===== src/rtl/mc_ctrl.sv =====
// Multicycle RV32 control FSM: FETCH -> DECODE -> EXEC -> (MEM) -> (WB), with a sticky HALT.
// Define ILLEGAL_TRAP_EN to halt on unknown opcodes; by default they retire as NOPs.

`ifndef OPCODE_LOAD
`define OPCODE_LOAD    7'b0000011
`endif
`ifndef OPCODE_STORE
`define OPCODE_STORE   7'b0100011
`endif
`ifndef OPCODE_ARITH_R
`define OPCODE_ARITH_R 7'b0110011
`endif
`ifndef OPCODE_ARITH_I
`define OPCODE_ARITH_I 7'b0010011
`endif
`ifndef OPCODE_LUI
`define OPCODE_LUI     7'b0110111
`endif
`ifndef OPCODE_AUIPC
`define OPCODE_AUIPC   7'b0010111
`endif
`ifndef OPCODE_JAL
`define OPCODE_JAL     7'b1101111
`endif
`ifndef OPCODE_JALR
`define OPCODE_JALR    7'b1100111
`endif
`ifndef OPCODE_BRANCH
`define OPCODE_BRANCH  7'b1100011
`endif
`ifndef OPCODE_FENCE
`define OPCODE_FENCE   7'b0001111
`endif
`ifndef OPCODE_SYSTEM
`define OPCODE_SYSTEM  7'b1110011
`endif

module mc_ctrl (
  input  logic        clk,
  input  logic        rst_n,
  input  logic [31:0] IR,
  input  logic        mem_ready,
  input  logic        br_taken,
  output logic        mem_req,
  output logic        mem_we,
  output logic        addr_sel,
  output logic        ir_we,
  output logic        pc_we,
  output logic        rf_we,
  output logic [1:0]  pc_sel,
  output logic [1:0]  wb_sel,
  output logic        alu_src_b,
  output logic [2:0]  state,
  output logic        halted,
  output logic [31:0] instret
);

  typedef enum logic [2:0] {
    StFetch  = 3'd0,
    StDecode = 3'd1,
    StExec   = 3'd2,
    StMem    = 3'd3,
    StWb     = 3'd4,
    StHalt   = 3'd5
  } state_e;

  state_e      state_q, state_d;
  logic        halted_q, halted_d;
  logic [31:0] instret_q, instret_d;

  logic [6:0] opcode;
  logic       is_load, is_store, is_arith_r, is_arith_i, is_lui, is_auipc;
  logic       is_jal, is_jalr, is_branch, is_fence, is_system;
  logic       is_wb_class, trap_illegal;
  logic       unused_ir;

  assign opcode     = IR[6:0];
  assign unused_ir  = ^IR[31:7];
  assign is_load    = (opcode == `OPCODE_LOAD);
  assign is_store   = (opcode == `OPCODE_STORE);
  assign is_arith_r = (opcode == `OPCODE_ARITH_R);
  assign is_arith_i = (opcode == `OPCODE_ARITH_I);
  assign is_lui     = (opcode == `OPCODE_LUI);
  assign is_auipc   = (opcode == `OPCODE_AUIPC);
  assign is_jal     = (opcode == `OPCODE_JAL);
  assign is_jalr    = (opcode == `OPCODE_JALR);
  assign is_branch  = (opcode == `OPCODE_BRANCH);
  assign is_fence   = (opcode == `OPCODE_FENCE);
  assign is_system  = (opcode == `OPCODE_SYSTEM);

  // Instructions that finish by writing the register file.
  assign is_wb_class = is_arith_r | is_arith_i | is_lui | is_auipc | is_jal | is_jalr;

`ifdef ILLEGAL_TRAP_EN
  assign trap_illegal = ~(is_load | is_store | is_wb_class | is_branch | is_fence | is_system);
`else
  assign trap_illegal = 1'b0;
`endif

  always_comb begin
    state_d   = state_q;
    mem_req   = 1'b0;
    mem_we    = 1'b0;
    addr_sel  = 1'b0;
    ir_we     = 1'b0;
    pc_we     = 1'b0;
    rf_we     = 1'b0;
    pc_sel    = 2'b00;
    wb_sel    = 2'b00;
    alu_src_b = 1'b0;

    case (state_q)
      StFetch: begin
        mem_req = 1'b1;
        if (mem_ready) begin
          ir_we   = 1'b1;
          state_d = StDecode;
        end
      end

      StDecode: begin
        state_d = (is_system || trap_illegal) ? StHalt : StExec;
      end

      StExec: begin
        alu_src_b = ~(is_arith_r | is_branch);
        if (is_load || is_store) begin
          state_d = StMem;
        end else if (is_wb_class) begin
          state_d = StWb;
        end else begin
          // Branch, FENCE and untrapped unknown opcodes retire here.
          pc_we   = 1'b1;
          pc_sel  = (is_branch && br_taken) ? 2'b01 : 2'b00;
          state_d = StFetch;
        end
      end

      StMem: begin
        mem_req  = 1'b1;
        addr_sel = 1'b1;
        mem_we   = is_store;
        if (mem_ready) begin
          if (is_load) begin
            state_d = StWb;
          end else begin
            pc_we   = 1'b1;
            state_d = StFetch;
          end
        end
      end

      StWb: begin
        rf_we   = 1'b1;
        pc_we   = 1'b1;
        wb_sel  = is_load ? 2'b01 : ((is_jal || is_jalr) ? 2'b10 : 2'b00);
        pc_sel  = is_jal ? 2'b01 : (is_jalr ? 2'b10 : 2'b00);
        state_d = StFetch;
      end

      StHalt: begin
        state_d = StHalt;
      end

      default: begin
        state_d = StFetch;
      end
    endcase

    // Strobes stay low while reset is held, so no request starts before release.
    if (!rst_n) begin
      mem_req   = 1'b0;
      mem_we    = 1'b0;
      addr_sel  = 1'b0;
      ir_we     = 1'b0;
      pc_we     = 1'b0;
      rf_we     = 1'b0;
      pc_sel    = 2'b00;
      wb_sel    = 2'b00;
      alu_src_b = 1'b0;
    end
  end

  assign halted_d  = (state_d == StHalt);
  assign instret_d = instret_q + {31'b0, pc_we};

  always_ff @(posedge clk or negedge rst_n) begin
    if (!rst_n) begin
      state_q   <= StFetch;
      halted_q  <= 1'b0;
      instret_q <= 32'h0;
    end else begin
      state_q   <= state_d;
      halted_q  <= halted_d;
      instret_q <= instret_d;
    end
  end

  assign state   = state_q;
  assign halted  = halted_q;
  assign instret = instret_q;

endmodule


===== config.mk =====
export PLATFORM = sky130hd
export DESIGN_NAME = mc_ctrl
export DESIGN_NICKNAME = d
export VERILOG_FILES = /design/src/rtl/mc_ctrl.sv
export SDC_FILE = /design/constraint.sdc
export NUM_CORES = 1
export LEC_CHECK = 0
export CELL_PAD_IN_SITES_DETAIL_PLACEMENT = 1
export CELL_PAD_IN_SITES_GLOBAL_PLACEMENT = 1
export CORE_ASPECT_RATIO = 0.5
export CORE_MARGIN = 2
export CORE_UTILIZATION = 29
export CTS_BUF_LIST = sky130_fd_sc_hd__clkbuf_2
export DETAILED_ROUTE_END_ITERATION = 6
export PLACE_DENSITY = 0.79
export REMOVE_ABC_BUFFERS = 1
export SLEW_MARGIN = 30
export SYNTH_ARGS = -nofsm -noshare
export SYNTH_HDL_FRONTEND = slang
export SYNTH_SLANG_ARGS = --single-unit

===== constraint.sdc =====
create_clock -name clk -period 2.8 [get_ports clk]
set_input_delay 0.56 -clock clk [delete_from_list [all_inputs] [get_ports clk]]
set_output_delay 0.56 -clock clk [all_outputs]
set_load 0.01 [all_outputs]

-- After elaboration in Yosys (flattened, before gate mapping)
Index checks and enable logic that the tools add are counted.
- multiplexer cells: 37
- bitwise operators: 7
- $mul: 0
- add/subtract/negate cells: 1
- div/mod/pow operators: 0
- shift operators: 0
- $lt $le $gt $ge: 0
- reduce and logical (&&, ||, !) cells: 5
- equality and inequality tests: 16
- operators with widths (cell ; count):
    $add A32 B1 Y32 ; 1
    $eq A7 B7 Y1 const B ; 4
    $eq A7 B6 Y1 const B ; 3
    $mux W1 ; 21
    $mux W3 ; 6
    $pmux W3 S5 ; 1
    $eq A7 B5 Y1 const B ; 2
    $mux W2 ; 7
    $eq A3 B3 Y1 const B ; 3
    $eq A7 B2 Y1 const B ; 1
    $eq A3 B2 Y1 const B ; 2
    $or A1 B1 Y1 ; 6
    $pmux W2 S2 ; 1
    $eq A3 B1 Y1 const B ; 1
    $logic_not A3 Y1 ; 1
    $pmux W1 S3 ; 1
    $logic_or A1 B1 Y1 ; 2
    $reduce_or A2 Y1 ; 1
    $logic_and A1 B1 Y1 ; 1
    $not A1 Y1 ; 1
- memory bits (read-only): 0
- memories kept: 0
- output and inout port bits: 47
- bits in latches: 0
- register bits after elaboration: 36
- bits in writable memories: 0

-- Depth between registers and ports, before layout
Gate-level depths: netlist (run 1).
- depth in word-level cells: 11
- mapped depth: 10
- depth with buffers taken out: 10

-- Least setup slack after synthesis (run 1)
OpenSTA, ideal clock, no wires.
- path type: in2reg
- start point: input IR[5]
- end point: register instret_q[26], in the netlist instret[26]
- data arrival time: 2564 ps
- data required time: 2674 ps
- library setup time: 126 ps
- stages on the path: 10
- path slack: 111 ps
- buffers on the path: 0
- cells stage by stage: and3_1 > and3_1 > nor4_1 > o31a_1 > ha_1 > ha_1 > nand4_1 > nor3_2 > nand4_1 > xnor2_1
- longest elaborated chain between the ends: 11
- elaborated cells between the ends (all ways): 21
- RTL lines (what ; RTL line ; text):
    from (decl) ; 41 ; input logic [31:0] IR,
    $eq A7 B6 Y1 (no source line) or $eq A7 B5 Y1 (tied branches) ; -- ;
    $or A1 B1 Y1 (5 in a row) ; 92 ; assign is_wb_class = is_arith_r | is_arith_i | is_lui | is_auipc | is_jal | is_jalr;
    $mux W1 ; 129 ; end else if (is_wb_class) begin
    $mux W1 ; 127 ; if (is_load || is_store) begin
    $pmux W1 S3 * ; 112 ; case (state_q)
    $mux W1 * ; 171 ; if (!rst_n) begin
    via pc_we ; 48 ; output logic pc_we,
    $add A32 B1 Y32 * ; 185 ; assign instret_d = instret_q + {31'b0, pc_we};
    via instret_d[26] ; 69 ; logic [31:0] instret_q, instret_d;
    to (signal assigned) ; 195 ; instret_q <= instret_d;
    to (decl) ; 69 ;
The timed path passes the listed nets; every way through them passes the cells marked *.

-- Final worst setup path (run 1)
- start point: input IR[1]
- end point: output pc_we
- longest elaborated chain between the ends: 10
- elaborated cells between the ends (all ways): 20
- RTL lines (what ; RTL line):
    $eq A7 B6 Y1 (no source line) or $eq A7 B5 Y1 (tied branches) ; --
    $or A1 B1 Y1 (5 in a row) ; 92
    $mux W1 ; 129
    $mux W1 ; 127
    $pmux W1 S3 * ; 112
    $mux W1 * ; 171
    to (decl) ; 48
Every way passes the cells marked *; elsewhere a longest branch is shown, timed or not.

==> run metrics, run 1 <==
Final Cycle Share=98.7%; Crit path buffers/inverters=4; delay-heaviest family, CP=buffers and inverters; largest net degree at the start of global routing=24; Setup crit end kind=output port; fin. max-slew vios=0; width of the chip=118 um; Starting DRT DRC Count=55; max cap viols=0; H-tree levels=2; RePlAce Congestion=0.768; fin nets=308; CTS root buf=clkbuf_2; worst path cell trace=clkdlybuf4s50_1 > buf_4 > nand4bb_4 > nor3_4 > a21oi_1 > o31a_1 > buf_4 > clkbuf_2; Top FF cell, synth=dfrtp_1; clk_skew=0.0116 ns; CTS buffer count=5; Critical Path Most Common Cell=buf_4; die area=7160 um^2; worst-margin pin slew=0.478 ns; outcome=finished, final reports clean; vias in the first global route=1845; DRC Markers=0; via count=1743; number of port buffers=57; first-pass GRT wire length=8.72 mm; CP max stage delay=0.47 ns; Core ar.=6160 um^2; Clock transition at path regs=0.19 ns; DP Cell Count=347; Bufs on Longest Clock Path=2; initial antenna violation count=0; Leak Pwr=1.24 nW; DR WL/cell=15.1 um; Netlist cell types=35; Setup crit start=IR[1]; Gate Count Post-Synth=181; total global routing overflow=0; Syn Area/Cell=10.3 um^2; share of layout cells above drive strength 1=22.1%; post-route ant nets=0; commonest non-fill, non-tap cell in the layout=clkdlybuf4s50_1; global-route usage over all layers=15.4%; worst r2r path cells=11; Worst EP arrival=2.20 ns; crit-path max FO=3; Seq cells post-synth=36; post-synth top area cell=dfrtp_1; DPL Wire Length=3.99 mm; crit path time final=2.76 ns; critical path capture point=pc_we; fillcell total=713; CP Class=primary input to output port; WP data required=2.24 ns; clock sinks=36; fmax=362 MHz; worst-skew pair later-pin latency=0.39 ns; worst vdd ir=0.176 mV; Finish-stage setup viols=0; Non-Filler Instances=359; DRT Pass-1 Iters=4; CP max-delay cell=clkdlybuf4s50_1; vias per inst=4.86; Power per Cell Area=471 nW/um^2; Min Hold Slack=0.120 ns; register area share after synthesis=48.1%; Final Hold Vio Count=0; row cnt=20; Post-synth ARST share=100%; headroom to the max-slew limit=67.9%; area delta synth->final=53.8%; CTS Hold Bufs=0; R2R setup slack=0.34 ns; WL final=5.43 mm; r2r startpoint=state[2]; Die Ht=60.8 um; Worst Setup Start Kind=primary input; Yosys top cell area share=48.1%; Worst path depth=8; top cells by area, synth=dfrtp_1, xnor2_1, nand3_1, nand4_1, nand2_1; synthesized cell area=1870 um^2; starting density of the core=30.4%; I/O pins=83; CTS tree=yes; Diodes inserted=0; final core occ=46.8%; FF-to-FF End=instret[29]; worst hold-check path type=primary input to asynchronous set/reset pin; Synthesis Warnings=0; Post-synth EDFFs=0; most frequent cells in the layout=clkdlybuf4s50_1, dfrtp_1, xnor2_1, buf_4, nand3_1
[sequential cells by signal, summed over array words and instances (netlist names)]
signal and count:
state 3, instret 32, halted 1
[layout make-up]
type | count | area (um^2) | area share (%)
Clock inverter | 3 | 42.5 | 1.48
Sequential cell | 36 | 902 | 31.3
Multi-Input combinational cell | 134 | 1010 | 34.9
Timing Repair Buffer | 84 | 762 | 26.4
Inverter | 9 | 33.8 | 1.17
Tap cell | 88 | 110 | 3.82
Clock buffer | 5 | 25.0 | 0.868
[cell families (layout without fill, tap and decap cells)]
logic type                 count (synthesis)  in the layout  share of synthesized area (%)
and+or+nand+nor                           88             88                           29.1
AOI/OAI and AO/OA                         13             13                           4.81
buffers and inverters                     11            101                           2.20
adders and majority gates                  2              2                           1.34
DFF                                       36             36                           48.1
xor gates and xnor gates                  31             31                           14.5
[metrics by stage]
stage	area (um^2)	total power [W]	worst slack, ns	setup TNS [ns]
after CTS	2820	0.00135	-0.00443	-0.00443
after global placement	2710	0.000988	-0.292	-6.32
after detailed placement	2710	0.00100	-0.372	-8.16
final	2880	0.00136	0.0366	0
after floorplan	1870	0.000774	0.111	0
after global routing	2880	0.00144	-0.0216	-0.0400
[synth_stat cells (2+ instances only)]
| library cell | n |
|---|---|
| nor4b_1 | 2 |
| nand2_1 | 14 |
| nor2_1 | 11 |
| nor3_1 | 7 |
| inv_1 | 8 |
| a21oi_1 | 3 |
| and3_1 | 6 |
| ha_1 | 2 |
| xor2_1 | 5 |
| o311ai_1 | 2 |
| nor4_4 | 2 |
| nand2b_1 | 2 |
| nand3_1 | 18 |
| nor3_2 | 2 |
| nand4_1 | 10 |
| nand3_2 | 3 |
| xnor2_1 | 26 |
| dfrtp_1 | 36 |
| nor4_1 | 3 |
| o21ai_0 | 3 |
| clkbuf_1 | 2 |
[routing by layer]
layer,wire length [um],track usage [%],vias to the layer above
met3,194,3.67,8
met4,65,5.68,0
met2,2780,28.2,34
met5,0,0,-
li1,-,-,829
met1,2390,18.5,872
[power by group]
part	internal [W]	switching [W]	leakage [nW]
registers	0.000566	0.0000960	0.487
logic	0.000198	0.000165	0.715
clock network	0.000149	0.000183	0.0390
[worst min path at each step]
| stage | start | to | slack, ns | cells after the start |
|---|---|---|---|---|
| 3_5_place_dp | instret[31] | instret[31] | 0.47 | 1 |
| 4_1_cts | rst_n | instret[0] | 0.12 | 2 |
| 2_1_floorplan | rst_n | halted | 0.26 | 0 |
| 3_3_place_gp | instret[31] | instret[31] | 0.46 | 1 |
| 5_1_grt | rst_n | instret[0] | 0.08 | 2 |
| 6_report | rst_n | instret[27] | 0.12 | 2 |
[repair_timing]
| item | 4_1_cts | 5_1_grt |
|---|---|---|
| endpoints found under the setup margin | 6 | 19 |
| setup buffers | 0 | 4 |
| pin swaps | 0 | 6 |
| gates resized for setup | 12 | 16 |
Note: power is estimated with default switching activity, not from simulation.
==> run 2: changes to the inputs <==
--- a/config.mk
+++ b/config.mk
@@ -7,7 +7,6 @@
 export LEC_CHECK = 0
 export CELL_PAD_IN_SITES_DETAIL_PLACEMENT = 1
 export CELL_PAD_IN_SITES_GLOBAL_PLACEMENT = 1
-export CORE_ASPECT_RATIO = 0.5
 export CORE_MARGIN = 2
 export CORE_UTILIZATION = 29
 export CTS_BUF_LIST = sky130_fd_sc_hd__clkbuf_2
==> run 2 against run 1 <==
Net effect:
- cell area down 1.9%
- maximum frequency grew 2.3%
- first-iteration DRC count shrank 45%
- worst setup slack improved by 0.062 ns
- register-to-register slack barely moved
- total power fell by 9.4%
- combinational power fell by 3%
- clock power down 34%
==> run metrics, run 2 (synthesis gave the netlist of run 1 again) <==
via count=1677; Die Ht=84.4 um; DRC Markers=0; WL final=4.90 mm; CP Class=primary input to output port; max cap viols=0; setup TNS=0 ns; row cnt=29; largest net degree at the start of global routing=33; first-pass GRT wire length=8.57 mm; Leak Pwr=1.25 nW; fin nets=306; Switching Fraction=33.7%; Clock Power Share=17.8%; Diodes inserted=0; worst r2r path cells=8; initial antenna violation count=0; Internal=0.000815 W; Power per Cell Area=435 nW/um^2; Finish-stage setup viols=0; CTS root buf=clkbuf_2; Flop pwr share=53.4%; CTS tree=yes; headroom to the max-slew limit=68.6%; CTS buffer count=5; R2R setup slack=0.33 ns; DR WL/cell=14.2 um; DPL Wire Length=3.77 mm; fin. max-slew vios=0; vias per inst=4.86; Critical Path Most Common Cell=buf_4; r2r startpoint=state[1]; switching power=0.000414 W; number of port buffers=57; worst hold-check path type=primary input to asynchronous set/reset pin; Bufs on Longest Clock Path=2; vias in the first global route=1771; DRT Pass-1 Iters=4; width of the chip=84.4 um; most frequent cells in the layout=clkdlybuf4s50_1, dfrtp_1, xnor2_1; Register Area=901 um^2; Clock transition at path regs=0.18 ns; area delta synth->final=51.0%; starting density of the core=29.7%; max reg flops=32; RePlAce Congestion=0.808; multi-input logic area=1000 um^2; worst-skew pair later-pin latency=0.37 ns; die area=7120 um^2; clock sinks=36; WP data required=2.24 ns; Core ar.=6310 um^2; fmax=370 MHz; crit-path max FO=2; I/O pins=83; outcome=finished, final reports clean; commonest non-fill, non-tap cell in the layout=clkdlybuf4s50_1; worst vdd ir=0.216 mV; crit path time final=2.70 ns; total global routing overflow=0; worst-margin pin slew=0.467 ns; CTS Hold Bufs=0; H-tree levels=2; fillcell total=739; Min Hold Slack=0.0777 ns; final core occ=44.8%; CP max-delay cell=clkdlybuf4s50_1; Worst EP arrival=2.14 ns; CP max stage delay=0.47 ns; clk_skew=0.0155 ns; Combinational Power Share=28.7%; share of layout cells above drive strength 1=19.4%; Starting DRT DRC Count=30; worst path cell trace=clkdlybuf4s50_1 > buf_4 > nand3_1 > or3_4 > buf_4 > o211a_1 > clkdlybuf4s15_1; post-route ant nets=0; Worst Setup Start Kind=primary input; Final Cycle Share=96.5%; global-route usage over all layers=14.8%; FF-to-FF End=instret[15]; unrepaired setup endpoints after global routing=false; Final Hold Vio Count=0; Setup crit end kind=output port
-- run 2: final cells by class --
type	instances	area share, %
Multi-Input combinational cell	134	35.5
Sequential cell	36	31.9
Timing Repair Buffer	82	26.9
Tap cell	77	3.41
Inverter	9	1.19
Clock buffer	5	0.885
Clock inverter	2	0.265
-- run 2: what timing repair did --
action | 4_1_cts | 5_1_grt
setup endpoints to repair | 6 | 17
pin swaps | 1 | 7
buffers inserted | 0 | 1
gates resized for setup | 10 | 16
-- run 2: how the worst max path moves through the flow --
stage,start,slack [ns],cells after the start,endpoint
finish,IR[5],0.1,7,alu_src_b
global route,state[0],0.0009,4,wb_sel[1]
CTS,IR[1],0.02,7,alu_src_b
detailed placement,IR[5],-0.40,10,instret[15]
global placement,IR[6],-0.36,10,instret[15]
floorplan,IR[5],0.11,10,instret[26]
-- run 2: power by group through the flow --
stage / logic [W] / registers [W] / clock network [W]
finish: 0.000353 / 0.000657 / 0.000219
CTS: 0.000345 / 0.000649 / 0.000239
floorplan: 0.000115 / 0.000659 / 0
detailed placement: 0.000344 / 0.000658 / 0
global route: 0.000392 / 0.000671 / 0.000258
global placement: 0.000335 / 0.000652 / 0
-- run 2: metrics by stage --
| stage | instances | area, um^2 | power (W) | setup WS, ns |
|---|---|---|---|---|
| floorplan | 179 | 1870 | 0.000774 | 0.111 |
| global placement | 337 | 2710 | 0.000987 | -0.362 |
| detailed placement | 337 | 2710 | 0.00100 | -0.398 |
| CTS | 344 | 2760 | 0.00123 | 0.0171 |
| global route | 345 | 2830 | 0.00132 | 0.000909 |
| finish | 345 | 2830 | 0.00123 | 0.0989 |
-- run 2: worst max-delay path, delay by kind of cell --
kind                   cells  cell delay (ns)
buffers and inverters      4             0.95
AO/OA/AOI/OAI              1             0.21
AND/OR/NAND/NOR            2             0.43
-- run 2: per-layer routing --
layer  vias to the layer above  GRT usage, %  routed length [um]
li1                        816             -                   -
met1                       816          19.3                2130
met2                        39          24.9                2530
met3                         6          3.64                 192
met4                         0          3.75                  48
met5                         -             0                   0
==> run 3: changes to the inputs <==
--- a/config.mk
+++ b/config.mk
@@ -5,13 +5,11 @@
 export SDC_FILE = /design/constraint.sdc
 export NUM_CORES = 1
 export LEC_CHECK = 0
-export CELL_PAD_IN_SITES_DETAIL_PLACEMENT = 1
-export CELL_PAD_IN_SITES_GLOBAL_PLACEMENT = 1
 export CORE_MARGIN = 2
 export CORE_UTILIZATION = 29
 export CTS_BUF_LIST = sky130_fd_sc_hd__clkbuf_2
 export DETAILED_ROUTE_END_ITERATION = 6
-export PLACE_DENSITY = 0.79
+export PLACE_DENSITY = 0.62
 export REMOVE_ABC_BUFFERS = 1
 export SLEW_MARGIN = 30
 export SYNTH_ARGS = -nofsm -noshare
==> constraint.sdc (replaced) <==
create_clock -name clk -period 2.56 [get_ports clk]
set_input_delay 0.512 -clock clk [delete_from_list [all_inputs] [get_ports clk]]
set_output_delay 0.512 -clock clk [all_outputs]
set_load 0.01 [all_outputs]
==> run 3 against run 2 <==
Net effect:
- total power rose by 18%
- clock skew fell by 0.0032 ns
- hold slack improved by 0.15 ns
- first-iteration DRC count rose to 3.2 times the previous value
- combinational power rose by 33%
- critical path depth did not move
- non-clock buffer count rose by 2
- global-route usage fell by 1.6 points
- routed wire length fell by 5.9%
- sequential share of layout area fell by 0.88 points
- critical endpoint is now pc_we
- largest power group unchanged
==> run metrics, run 3 (synthesis gave the netlist of run 1 again) <==
outcome=finished, final reports clean; row cnt=29; WP data required=2.05 ns; worst-skew pair later-pin latency=0.37 ns; Finish-stage setup viols=0; Core ar.=6310 um^2; Starting DRT DRC Count=96; die area=7120 um^2; final core occ=46.3%; DR WL/cell=13.3 um; Worst path depth=7; commonest non-fill, non-tap cell in the layout=clkdlybuf4s50_1; worst r2r path cells=11; r2r startpoint=state[0]; max cap viols=0; CP max stage delay=0.32 ns; most frequent cells in the layout=clkdlybuf4s50_1, dfrtp_1, xnor2_1; Setup crit end kind=output port; fin. max-slew vios=0; vias per inst=4.93; number of port buffers=57; fin nets=308; unrepaired setup endpoints after global routing=true; width of the chip=84.4 um; Final Hold Vio Count=0; largest net degree at the start of global routing=27; CTS buffer count=5; H-tree levels=2; setup TNS=0 ns; FF-to-FF End=instret[20]; crit path time final=2.50 ns; multi-input logic area=1050 um^2; Diodes inserted=0; headroom to the max-slew limit=70.2%; max reg flops=32; total global routing overflow=0; Setup crit start=IR[6]; starting density of the core=29.7%; area delta synth->final=55.9%; Worst EP arrival=1.99 ns; worst vdd ir=0.301 mV; Crit path buffers/inverters=3; Clock transition at path regs=0.17 ns; CP Class=primary input to output port; share of layout cells above drive strength 1=24.7%; CP max-delay cell=o31a_1; R2R setup slack=0.15 ns; fmax=400 MHz; RePlAce Congestion=0.827; vias in the first global route=1602; Power per Cell Area=497 nW/um^2; clk_skew=0.0123 ns; Register Area=905 um^2; CTS root buf=clkbuf_2; DPL Wire Length=3.37 mm; DRC Markers=0; Leak Pwr=1.30 nW; DRT Pass-1 Iters=4; fillcell total=619; Final Cycle Share=97.7%; Pwr Total=0.00145 W; Bufs on Longest Clock Path=2; initial antenna violation count=0; Die Ht=84.4 um; delay-heaviest family, CP=buffers and inverters; crit-path max FO=3; post-route ant nets=0; critical path capture point=pc_we; worst hold-check path type=primary input to asynchronous set/reset pin; via count=1714; first-pass GRT wire length=7.62 mm; I/O pins=83; worst-margin pin slew=0.444 ns; Worst Setup Start Kind=primary input; CTS tree=yes; global-route usage over all layers=13.3%; CTS Hold Bufs=0; WL final=4.61 mm; worst path cell trace=dlygate4sd2_1 > nand4bb_4 > a21oi_2 > nor4_4 > o31a_1 > buf_4 > clkdlybuf4s15_1; clock sinks=36
## run 3: what timing repair did
item                       CTS  global route
buffers inserted             1             4
pin swaps                    4             8
gates resized for setup     24            25
hold endpoints to repair     0             0
setup endpoints to repair   29            24
## run 3: layout make-up
| cell class | count | area share, % |
|---|---|---|
| clock buffers | 7 | 1.20 |
| well taps | 77 | 3.30 |
| multi-input cells | 134 | 36.1 |
| flip-flops and latches | 36 | 31.0 |
| clock inverters | 1 | 0.129 |
| repair buffers | 84 | 27.2 |
| inverters | 9 | 1.16 |
## run 3: worst min path at each step
stage	from	to	slack, ns
after floorplan	rst_n	halted	0.22
after global placement	instret[31]	instret[31]	0.46
after detailed placement	instret[31]	instret[31]	0.47
after CTS	rst_n	state[2]	0.19
after global routing	rst_n	state[2]	0.17
final	rst_n	state[2]	0.23
## run 3: power by group
part	switching, W	internal [W]
Clock	0.000183	0.0000733
Combinational	0.000195	0.000273
Sequential	0.000107	0.000621
## run 3: stage by stage
step	hold slack, ns	setup WS, ns	instance area, um^2	instances
after floorplan	0.216	-0.0815	1870	179
after global placement	0.460	-0.563	2690	335
after detailed placement	0.466	-0.610	2690	335
after CTS	0.193	-0.131	2780	344
after global routing	0.173	-0.0733	2920	348
final	0.225	0.0577	2920	348
## run 3: worst register-to-register path: stages (launching register included)
cell     delay (ns)
dfrtp_2        0.51
buf_12         0.15
nor4_4         0.25
o31a_1         0.21
buf_4          0.14
ha_4           0.14
ha_4           0.12
nand4_1        0.16
nor4_2         0.26
buf_4          0.18
nand3_2        0.08
xnor2_1        0.13
## run 3: per-layer routing
| metal | wire length [um] | share of wire [%] | up-vias | GRT usage [%] |
|---|---|---|---|---|
| met1 | 2050 | 44 | 818 | 17.7 |
| met4 | 145 | 3.1 | 0 | 5.19 |
| met2 | 2200 | 48 | 54 | 21.1 |
| met3 | 216 | 4.7 | 14 | 2.95 |
| li1 | - | - | 828 | - |
| met5 | 0 | 0 | - | 0 |
